File: src/rtl/serial_fifo_bridge_pkg.sv
// Shared types for the serial FIFO bridge: byte/mode types, bridge FSM states, status bit positions.
// No logic; imported by the bridge top and its byte FIFO.
package serial_fifo_bridge_pkg;

    typedef logic [7:0] Byte_t;
    typedef logic [1:0] Serial_mode_t;

    typedef enum logic [1:0] {
        TX_IDLE  = 2'd0,
        TX_START = 2'd1,
        TX_WAIT  = 2'd2
    } TxBridgeState_t;

    typedef enum logic [1:0] {
        RX_IDLE = 2'd0,
        RX_CAPT = 2'd1,
        RX_WAIT = 2'd2
    } RxBridgeState_t;

    // bus_status bit positions
    localparam int STAT_TX_NFULL  = 0;
    localparam int STAT_RX_NEMPTY = 1;
    localparam int STAT_OVERRUN   = 2;

    // ctl_mode bit positions as reported by the serial controller
    localparam int MODE_TX_IDLE  = 0;
    localparam int MODE_RX_READY = 1;

endpackage

File: src/rtl/serial_fifo_bridge_byte_fifo.sv
// Show-ahead byte FIFO, 2**AW entries; dout is the head (0 when empty).
// Latency: push visible on dout the cycle after the push edge.
// Backpressure: push while full is dropped (even with a pop); pop while empty is ignored.
module byte_fifo
    import serial_fifo_bridge_pkg::*;
#(
    parameter int AW = 4
) (
    input  logic  clk,
    input  logic  rst,
    input  logic  push,
    input  logic  pop,
    input  Byte_t din,
    output Byte_t dout,
    output logic  full,
    output logic  empty
);

    localparam int DEPTH = 1 << AW;

    Byte_t         mem [DEPTH];
    logic [AW-1:0] wr_ptr;
    logic [AW-1:0] rd_ptr;
    logic [AW:0]   cnt;
    logic          do_push;
    logic          do_pop;

    assign full    = (cnt == (AW+1)'(DEPTH));
    assign empty   = (cnt == '0);
    // full is evaluated before any same-cycle pop, so a push at full is lost
    assign do_push = push && !full;
    assign do_pop  = pop && !empty;
    assign dout    = empty ? '0 : mem[rd_ptr];

    always_ff @(posedge clk) begin
        if (rst) begin
            wr_ptr <= '0;
            rd_ptr <= '0;
            cnt    <= '0;
        end else begin
            if (do_push) wr_ptr <= wr_ptr + 1'b1;
            if (do_pop)  rd_ptr <= rd_ptr + 1'b1;
            case ({do_push, do_pop})
                2'b10:   cnt <= cnt + 1'b1;
                2'b01:   cnt <= cnt - 1'b1;
                default: cnt <= cnt;
            endcase
        end
    end

    always_ff @(posedge clk) begin
        if (do_push) mem[wr_ptr] <= din;
    end

endmodule

File: src/rtl/serial_fifo_bridge.sv
// Bus-side TX/RX byte buffering in front of the serial controller; SERIAL_BRIDGE_OVERRUN_EN adds a sticky overrun flag.
// Latency: bus_write to ctl_write_op 1 cycle when idle; ctl_mode[1] rise to bus_rdata in the 3rd cycle.
// Backpressure: bus writes to a full TX FIFO are dropped; RX full withholds ctl_read_op.
module serial_fifo_bridge
    import serial_fifo_bridge_pkg::*;
#(
    parameter int TX_AW = 4,
    parameter int RX_AW = 4
) (
    input  logic       clk,
    input  logic       rst,
    input  logic       bus_write,
    input  logic [7:0] bus_wdata,
    input  logic       bus_read,
    output logic [7:0] bus_rdata,
    output logic [2:0] bus_status,
    output logic       ctl_write_op,
    output logic       ctl_read_op,
    input  logic [1:0] ctl_mode,
    output logic [7:0] ctl_data_write,
    input  logic [7:0] ctl_data_read
);

    Byte_t tx_head;
    logic  tx_pop;
    logic  tx_full;
    logic  tx_empty;

    Byte_t rx_head;
    logic  rx_push;
    logic  rx_full;
    logic  rx_empty;

    TxBridgeState_t tx_state, tx_state_nxt;
    RxBridgeState_t rx_state, rx_state_nxt;
    Byte_t          tx_hold;

    byte_fifo #(.AW(TX_AW)) u_tx_fifo (
        .clk   (clk),
        .rst   (rst),
        .push  (bus_write),
        .pop   (tx_pop),
        .din   (bus_wdata),
        .dout  (tx_head),
        .full  (tx_full),
        .empty (tx_empty)
    );

    byte_fifo #(.AW(RX_AW)) u_rx_fifo (
        .clk   (clk),
        .rst   (rst),
        .push  (rx_push),
        .pop   (bus_read),
        .din   (ctl_data_read),
        .dout  (rx_head),
        .full  (rx_full),
        .empty (rx_empty)
    );

    always_ff @(posedge clk) begin
        if (rst) begin
            tx_state <= TX_IDLE;
            rx_state <= RX_IDLE;
            tx_hold  <= '0;
        end else begin
            tx_state <= tx_state_nxt;
            rx_state <= rx_state_nxt;
            if (tx_pop) tx_hold <= tx_head;
        end
    end

    // TX: one write_op per controller idle period; the byte stays on ctl_data_write afterwards
    always_comb begin
        tx_state_nxt   = tx_state;
        tx_pop         = 1'b0;
        ctl_write_op   = 1'b0;
        ctl_data_write = tx_hold;
        case (tx_state)
            TX_IDLE: begin
                if (!tx_empty && ctl_mode[MODE_TX_IDLE]) begin
                    tx_pop         = 1'b1;
                    ctl_write_op   = 1'b1;
                    ctl_data_write = tx_head;
                    tx_state_nxt   = TX_START;
                end
            end
            TX_START: tx_state_nxt = TX_WAIT;
            TX_WAIT: begin
                if (!ctl_mode[MODE_TX_IDLE]) tx_state_nxt = TX_IDLE;
            end
            default: tx_state_nxt = TX_IDLE;
        endcase
    end

    // RX: read_op only with space available; data is valid the cycle after read_op
    always_comb begin
        rx_state_nxt = rx_state;
        ctl_read_op  = 1'b0;
        rx_push      = 1'b0;
        case (rx_state)
            RX_IDLE: begin
                if (ctl_mode[MODE_RX_READY] && !rx_full) begin
                    ctl_read_op  = 1'b1;
                    rx_state_nxt = RX_CAPT;
                end
            end
            RX_CAPT: begin
                rx_push      = 1'b1;
                rx_state_nxt = RX_WAIT;
            end
            RX_WAIT: begin
                if (!ctl_mode[MODE_RX_READY]) rx_state_nxt = RX_IDLE;
            end
            default: rx_state_nxt = RX_IDLE;
        endcase
    end

    assign bus_rdata                  = rx_head;
    assign bus_status[STAT_TX_NFULL]  = !tx_full;
    assign bus_status[STAT_RX_NEMPTY] = !rx_empty;

`ifdef SERIAL_BRIDGE_OVERRUN_EN
    logic overrun;
    logic rx_stall;
    logic rx_stall_q;

    // a single ready cycle against a full RX is tolerated; the second one flags overrun
    assign rx_stall = ctl_mode[MODE_RX_READY] && rx_full;

    always_ff @(posedge clk) begin
        if (rst) begin
            overrun    <= 1'b0;
            rx_stall_q <= 1'b0;
        end else begin
            rx_stall_q <= rx_stall;
            if ((bus_write && tx_full) || (rx_stall && rx_stall_q)) begin
                overrun <= 1'b1;
            end else if (bus_read && rx_empty) begin
                overrun <= 1'b0;
            end
        end
    end

    assign bus_status[STAT_OVERRUN] = overrun;
`else
    assign bus_status[STAT_OVERRUN] = 1'b0;
`endif

endmodule

File: config.mk
export PLATFORM = sky130hd
export DESIGN_NAME = serial_fifo_bridge
export DESIGN_NICKNAME = d
export VERILOG_FILES = /design/src/rtl/serial_fifo_bridge_pkg.sv /design/src/rtl/serial_fifo_bridge_byte_fifo.sv /design/src/rtl/serial_fifo_bridge.sv
export SDC_FILE = /design/constraint.sdc
export NUM_CORES = 1
export LEC_CHECK = 0
export BUFFER_PORTS_ARGS = -buffer_cell sky130_fd_sc_hd__buf_2
export CAP_MARGIN = 20
export CORE_ASPECT_RATIO = 1.5
export CORE_MARGIN = 2
export CORE_UTILIZATION = 50
export DETAILED_ROUTE_END_ITERATION = 6
export GPL_ROUTABILITY_DRIVEN = 0
export GPL_TIMING_DRIVEN = 0
export HOLD_SLACK_MARGIN = 0.02
export PLACE_DENSITY = 0.74
export SETUP_SLACK_MARGIN = 0.15
export SLEW_MARGIN = 10
export SYNTH_ARGS = -nofsm -noshare
export SYNTH_HDL_FRONTEND = slang
export SYNTH_SLANG_ARGS = --single-unit
File: constraint.sdc
create_clock -name clk -period 3.9 [get_ports clk]
set_input_delay 0.39 -clock clk [delete_from_list [all_inputs] [get_ports clk]]
set_output_delay 0.39 -clock clk [all_outputs]
set_load 0.1 [all_outputs]
Yosys cells after proc, flatten, opt, wreduce, memory -nomap -nowiden
Memory sizes are Yosys's and may differ from the RTL's. A register that Yosys moved wholly into a read port is not among the register bits.
Index checks and enable logic that the tools add are counted.
Widths: inputs -> output; s select.
{"block": "classes", "add_sub_neg": 8, "eq_ne": 14, "muxes": 25, "n_reduce_logical": 18}
{"op": "$mux 8", "n": 4}
{"op": "$pmux 5 s2", "n": 2}
{"op": "$add 4x1->4 const B", "n": 4}
{"op": "$mux 4", "n": 4}
{"op": "$pmux 2 s3", "n": 2}
{"op": "$add 5x1->5 const B", "n": 2}
{"op": "$eq 5x5->1 const B", "n": 2}
{"op": "$logic_not 5->1", "n": 2}
{"op": "$sub 5x1->5 const B", "n": 2}
{"op": "$mux 1", "n": 9}
{"op": "$eq 2x1->1 const B", "n": 4}
{"op": "$eq 2x2->1 const B", "n": 4}
{"op": "$mux 2", "n": 4}
{"op": "$ne 2x2->1 const B", "n": 4}
{"op": "$logic_and 1x1->1", "n": 6}
{"op": "$logic_not 1->1", "n": 4}
{"op": "$logic_not 2->1", "n": 2}
{"op": "$reduce_and 2->1", "n": 2}
{"op": "$reduce_bool 2->1", "n": 2}
{"block": "totals", "register_bits": 38, "ramBits": 256, "in_bits": 22, "output_inout_bits": 21, "memories": 2}
{"name": "u_rx_fifo.mem", "words": 16, "word_bits": 8, "rd": 1, "rd_clocked_by_memory_dff": 1, "wr": 1, "line_no": "serial_fifo_bridge_byte_fifo.sv:21", "text": "Byte_t mem [DEPTH];"}
{"name": "u_tx_fifo.mem", "words": 16, "word_bits": 8, "rd": 1, "rd_clocked_by_memory_dff": 1, "wr": 1, "line_no": "serial_fifo_bridge_byte_fifo.sv:21"}

Longest topological paths before layout
{"block": "depth", "depth_word": 8, "ltp_mapped": 13, "mapped_depth_nobuf": 11}

Cells and area by module
From an unflattened synthesis, not the netlist that was laid out.
{"block": "unflattened", "hier_cells": 731, "hier_area_um2": 12590.8}
{"mod": "byte_fifo (u_rx_fifo)", "instances": 1, "cells_each": 337, "area_each_um2": 6003.3}
{"mod": "byte_fifo (u_tx_fifo)", "instances": 1, "cells_each": 331, "area_each_um2": 5943.2}
{"mod": "serial_fifo_bridge", "instances": 1, "cells_each": 63, "area_each_um2": 644.4}

Least setup slack after synthesis
Ideal clock, no wire load.
{"block": "synth_path", "path_kind": "flip-flop to output port", "startpoint": "reg u_rx_fifo.cnt[0]", "endpoint": "out bus_rdata[6]", "t_arrival_ps": 3016, "required_ps": 3510, "path_slack_ps": 494, "path_stages_with_launch": 5, "n_path_buf": 0, "path_cell_list": "dfxtp_1 > nor4_2 > nand2_1 > nand2_1 > o22ai_1"}
{"block": "synth_via", "elab_chain_cells": 2}
{"item": "start: declaration", "line_no": "serial_fifo_bridge_byte_fifo.sv:24", "text": "logic [AW:0] cnt;"}
{"item": "start signal: assignment", "line_no": "serial_fifo_bridge_byte_fifo.sv:44", "text": "2'b10: cnt <= cnt + 1'b1;"}
{"item": "start signal: assignment", "line_no": "serial_fifo_bridge_byte_fifo.sv:45", "text": "2'b01: cnt <= cnt - 1'b1;"}
{"item": "start signal: assignment", "line_no": "serial_fifo_bridge_byte_fifo.sv:46", "text": "default: cnt <= cnt;"}
{"item": "$logic_not 5->1", "line_no": "serial_fifo_bridge_byte_fifo.sv:29", "text": "assign empty = (cnt == '0);"}
{"item": "$mux 8", "line_no": "serial_fifo_bridge_byte_fifo.sv:33", "text": "assign dout = empty ? '0 : mem[rd_ptr];"}
{"item": "end: declaration", "line_no": "serial_fifo_bridge.sv:15", "text": "output logic [7:0] bus_rdata,"}
No other way between the ends.

==> results_dict.tcl <==
set metrics [dict create \
    wl_mm 23.79 \
    timing.fmax_mhz 300.8 \
    cts_resized 0 \
    ioPinCount 43 \
    synth-main-ff-cell "edfxtp_1" \
    worstPathArrival_ns 2.93 \
    antenna_cells 0 \
    wl_met2_mm 13.59 \
    yosysSeqAreaShare 0.7113 \
    finalCritPeriodShare 0.8525 \
    n_fill_cell 1769 \
    cts_max_path_buffers 3 \
    coreArea_um2 23740 \
    dr.pass1.iters 7 \
    post-cts-setup-buffer-count 0 \
    ys_ff_latch 302 \
    grt_max_degree 17 \
    portBuffers 41 \
    grt_antenna_before_repair 0 \
    grt_pass1_wl_mm 36.91 \
    slew_headroom 0.3155 \
    syn_to_final_growth_pct 12.54 \
    rows 69 \
    h-tree-depth 1 \
    antenna_left 0 \
    drive_above_1_share 0.2533 \
    grt_setup_unrepaired "no" \
    power_density_nw_per_um2 673.7 \
    die_y_um 194.6 \
    cpPeakStageDelay_ns 0.54 \
    clk_latency_ns 0.54 \
    max_cap_violations 0 \
    tns_ns 0 \
    slowest_stage "mux4_2" \
    start_kind "register" \
    drv_slew 0 \
    required_ns 3.51 \
    ctsHoldBuffers 0 \
    wl_per_cell_um 22.01 \
    start_util 0.5098 \
    first_global_vias 6493 \
    async_reset_ff_frac 0 \
    synth_edf_count 256 \
    drt-met1-wl_mm 8.611 \
    fin_crit_ns 3.325 \
    netlist_area_um2 12100 \
    drtIter0Drc 465 \
    endpoint_kind "output pin" \
    power.leakage_nw 4.427 \
    synthTopCellsByArea "edfxtp_1 (64%), mux4_2 (12%), dfxtp_1 (7.6%)" \
    crit_buf_inv 3 \
    cts_tree "done" \
    synth_cells 667 \
    yosys.area.top_type "edfxtp_1" \
    worstPathCellList "clkbuf_1 -> buf_2 -> mux4_2 -> mux2i_1 -> o22ai_1 -> buf_2" \
    met3_length_um 878 \
    yosys-top-cells-count "edfxtp_1 (256), mux4_2 (62), nor2_1 (58)" \
    cts-root-buf "clkbuf_16" \
    syn_nets 707 \
    grt_use_total 0.1927 \
    tightest_slew_ns 1.023 \
    clk_pin_slew_worst_paths_ns 0.07 \
    crit_fanout 10 \
    path_class "register to output pin" \
    die_width_um 131.0 \
    clkSinkCount 302 \
    cts_made_buffers 27 \
    hold_path.class "primary input to register" \
    setup_violations 0 \
    synth.distinct_cells 53 \
    drc 0 \
    critPathTopFamily "buffers and inverters" \
    peakVddDrop_mv 1.184 \
    hpwl_mm 16.44 \
    yosysMostFrequentCell "edfxtp_1" \
    nets 781 \
    top_layer_used "met4" \
    synth_top_area_frac 0.6352 \
    hold_violations 0 \
    syn_avg_cell_area_um2 18.15 \
    grt_overflow 0 \
    dieArea_um2 25490 \
    run_status "finished, final reports clean" \
    crit_top_cell "buf_2" \
    fin_skew_ns 0.01438 \
    via_per_inst 5.645 \
    vias 6102 \
    ys_warn_count 0 \
    post-route-util 0.5737 \
]
[cell families (layout without fill, tap and decap cells)]
| group | Yosys count | count (layout) | share of synthesized area |
|---|---|---|---|
| XOR/XNOR | 19 | 19 | 0.01375 |
| AND/OR/NAND/NOR | 132 | 132 | 0.05665 |
| multiplexers | 102 | 102 | 0.1489 |
| AO/OA/AOI/OAI | 44 | 44 | 0.02864 |
| flip-flops | 302 | 302 | 0.7113 |
| buffers and inverters | 49 | 144 | 0.02130 |
| other | 1 | 1 | 0.0003098 |
| adder cells (fa/ha/maj) | 18 | 18 | 0.01923 |
[layout by cell type, fill, tap and decap left out, types with 10 or more instances in the layout]
cell type  netlist  layout
edfxtp_1       256     256
mux4_2          62      62
nor2_1          58      58
buf_2            6      51
dfxtp_1         46      46
mux2i_1         36      36
clkbuf_16        0      27
nand2_1         26      26
clkbuf_1        15      23
ha_1            17      17
inv_1           14      14
a21oi_1         13      13
xor2_1          12      12
o22ai_1         10      10
[metrics by stage]
stage | hold slack (ns) | total power (W) | setup WS (ns) | instance area (µm²) | std cells
floorplan | 0.4497 | 0.006083 | 0.4944 | 12100 | 667
global placement | 0.4568 | 0.006516 | 0.7723 | 12710 | 1027
detailed placement | 0.4652 | 0.006618 | 0.5666 | 12730 | 1028
CTS | 0.1264 | 0.009222 | 0.5558 | 13610 | 1078
global route | 0.1365 | 0.009539 | 0.3586 | 13620 | 1081
finish | 0.1377 | 0.009176 | 0.5754 | 13620 | 1081
[area by class of cell]
| type | count | area [µm²] | share of cell area |
|---|---|---|---|
| flip-flops and latches | 302 | 8608 | 0.6320 |
| multi-input cells | 316 | 3257 | 0.2391 |
| clock buffers | 37 | 733.2 | 0.05383 |
| well taps | 319 | 399.1 | 0.02930 |
| repair buffers | 45 | 225.2 | 0.01653 |
| plain buffers | 34 | 198.9 | 0.01461 |
| clock inverters | 13 | 140.1 | 0.01029 |
| inverters | 15 | 58.81 | 0.004317 |
[where the power goes]
part | leakage, nW | switching [W] | internal (W)
Combinational | 1.32 | 0.00200 | 0.000801
Clock | 0.423 | 0.00111 | 0.00151
Sequential | 2.68 | 0.0000988 | 0.00365
Total | 4.43 | 0.00321 | 0.00597
[registers in the layout (all words and copies together), names as in the netlist, named ones only]
register,flops
rx_state,2
tx_hold,8
tx_state,2
u_rx_fifo.cnt,5
u_rx_fifo.mem,128
u_rx_fifo.rd_ptr,4
u_rx_fifo.wr_ptr,4
u_tx_fifo.cnt,5
u_tx_fifo.mem,128
u_tx_fifo.rd_ptr,4
u_tx_fifo.wr_ptr,4
[worst register-to-register path, stage by stage, from the launching register on]
cell,delay (ns)
dfxtp_1,0.36
nor4_2,0.50
a211oi_2,0.25
inv_1,0.11
ha_1,0.25
inv_1,0.13
fa_1,0.47
nor2b_1,0.16
o21ai_0,0.14
nand3_1,0.11
or3b_2,0.45
mux2_2,0.27
[per-layer routing]
layer,up-vias,track usage
met4,0,0.06147
li1,2749,-
met3,41,0.02532
met1,3174,0.2144
met5,-,0
met2,138,0.3700
[worst paths after layout]
check | cells after the start | end | slack (ns) | from
setup / recovery | 6 | bus_rdata[7] | 0.58 | register
hold / removal | 3 | rx_state[1]$_SDFFE_PP0P_ | 0.14 | ctl_mode[1]
setup reg to reg | 11 | u_rx_fifo.cnt[4]$_SDFFE_PP0P_ | 0.59 | u_rx_fifo.cnt[0]$_SDFFE_PP0P_
hold reg to reg | 2 | rx_state[1]$_SDFFE_PP0P_ | 0.47 | rx_state[0]$_SDFFE_PP0P_
(Power assumes the default switching activity.)
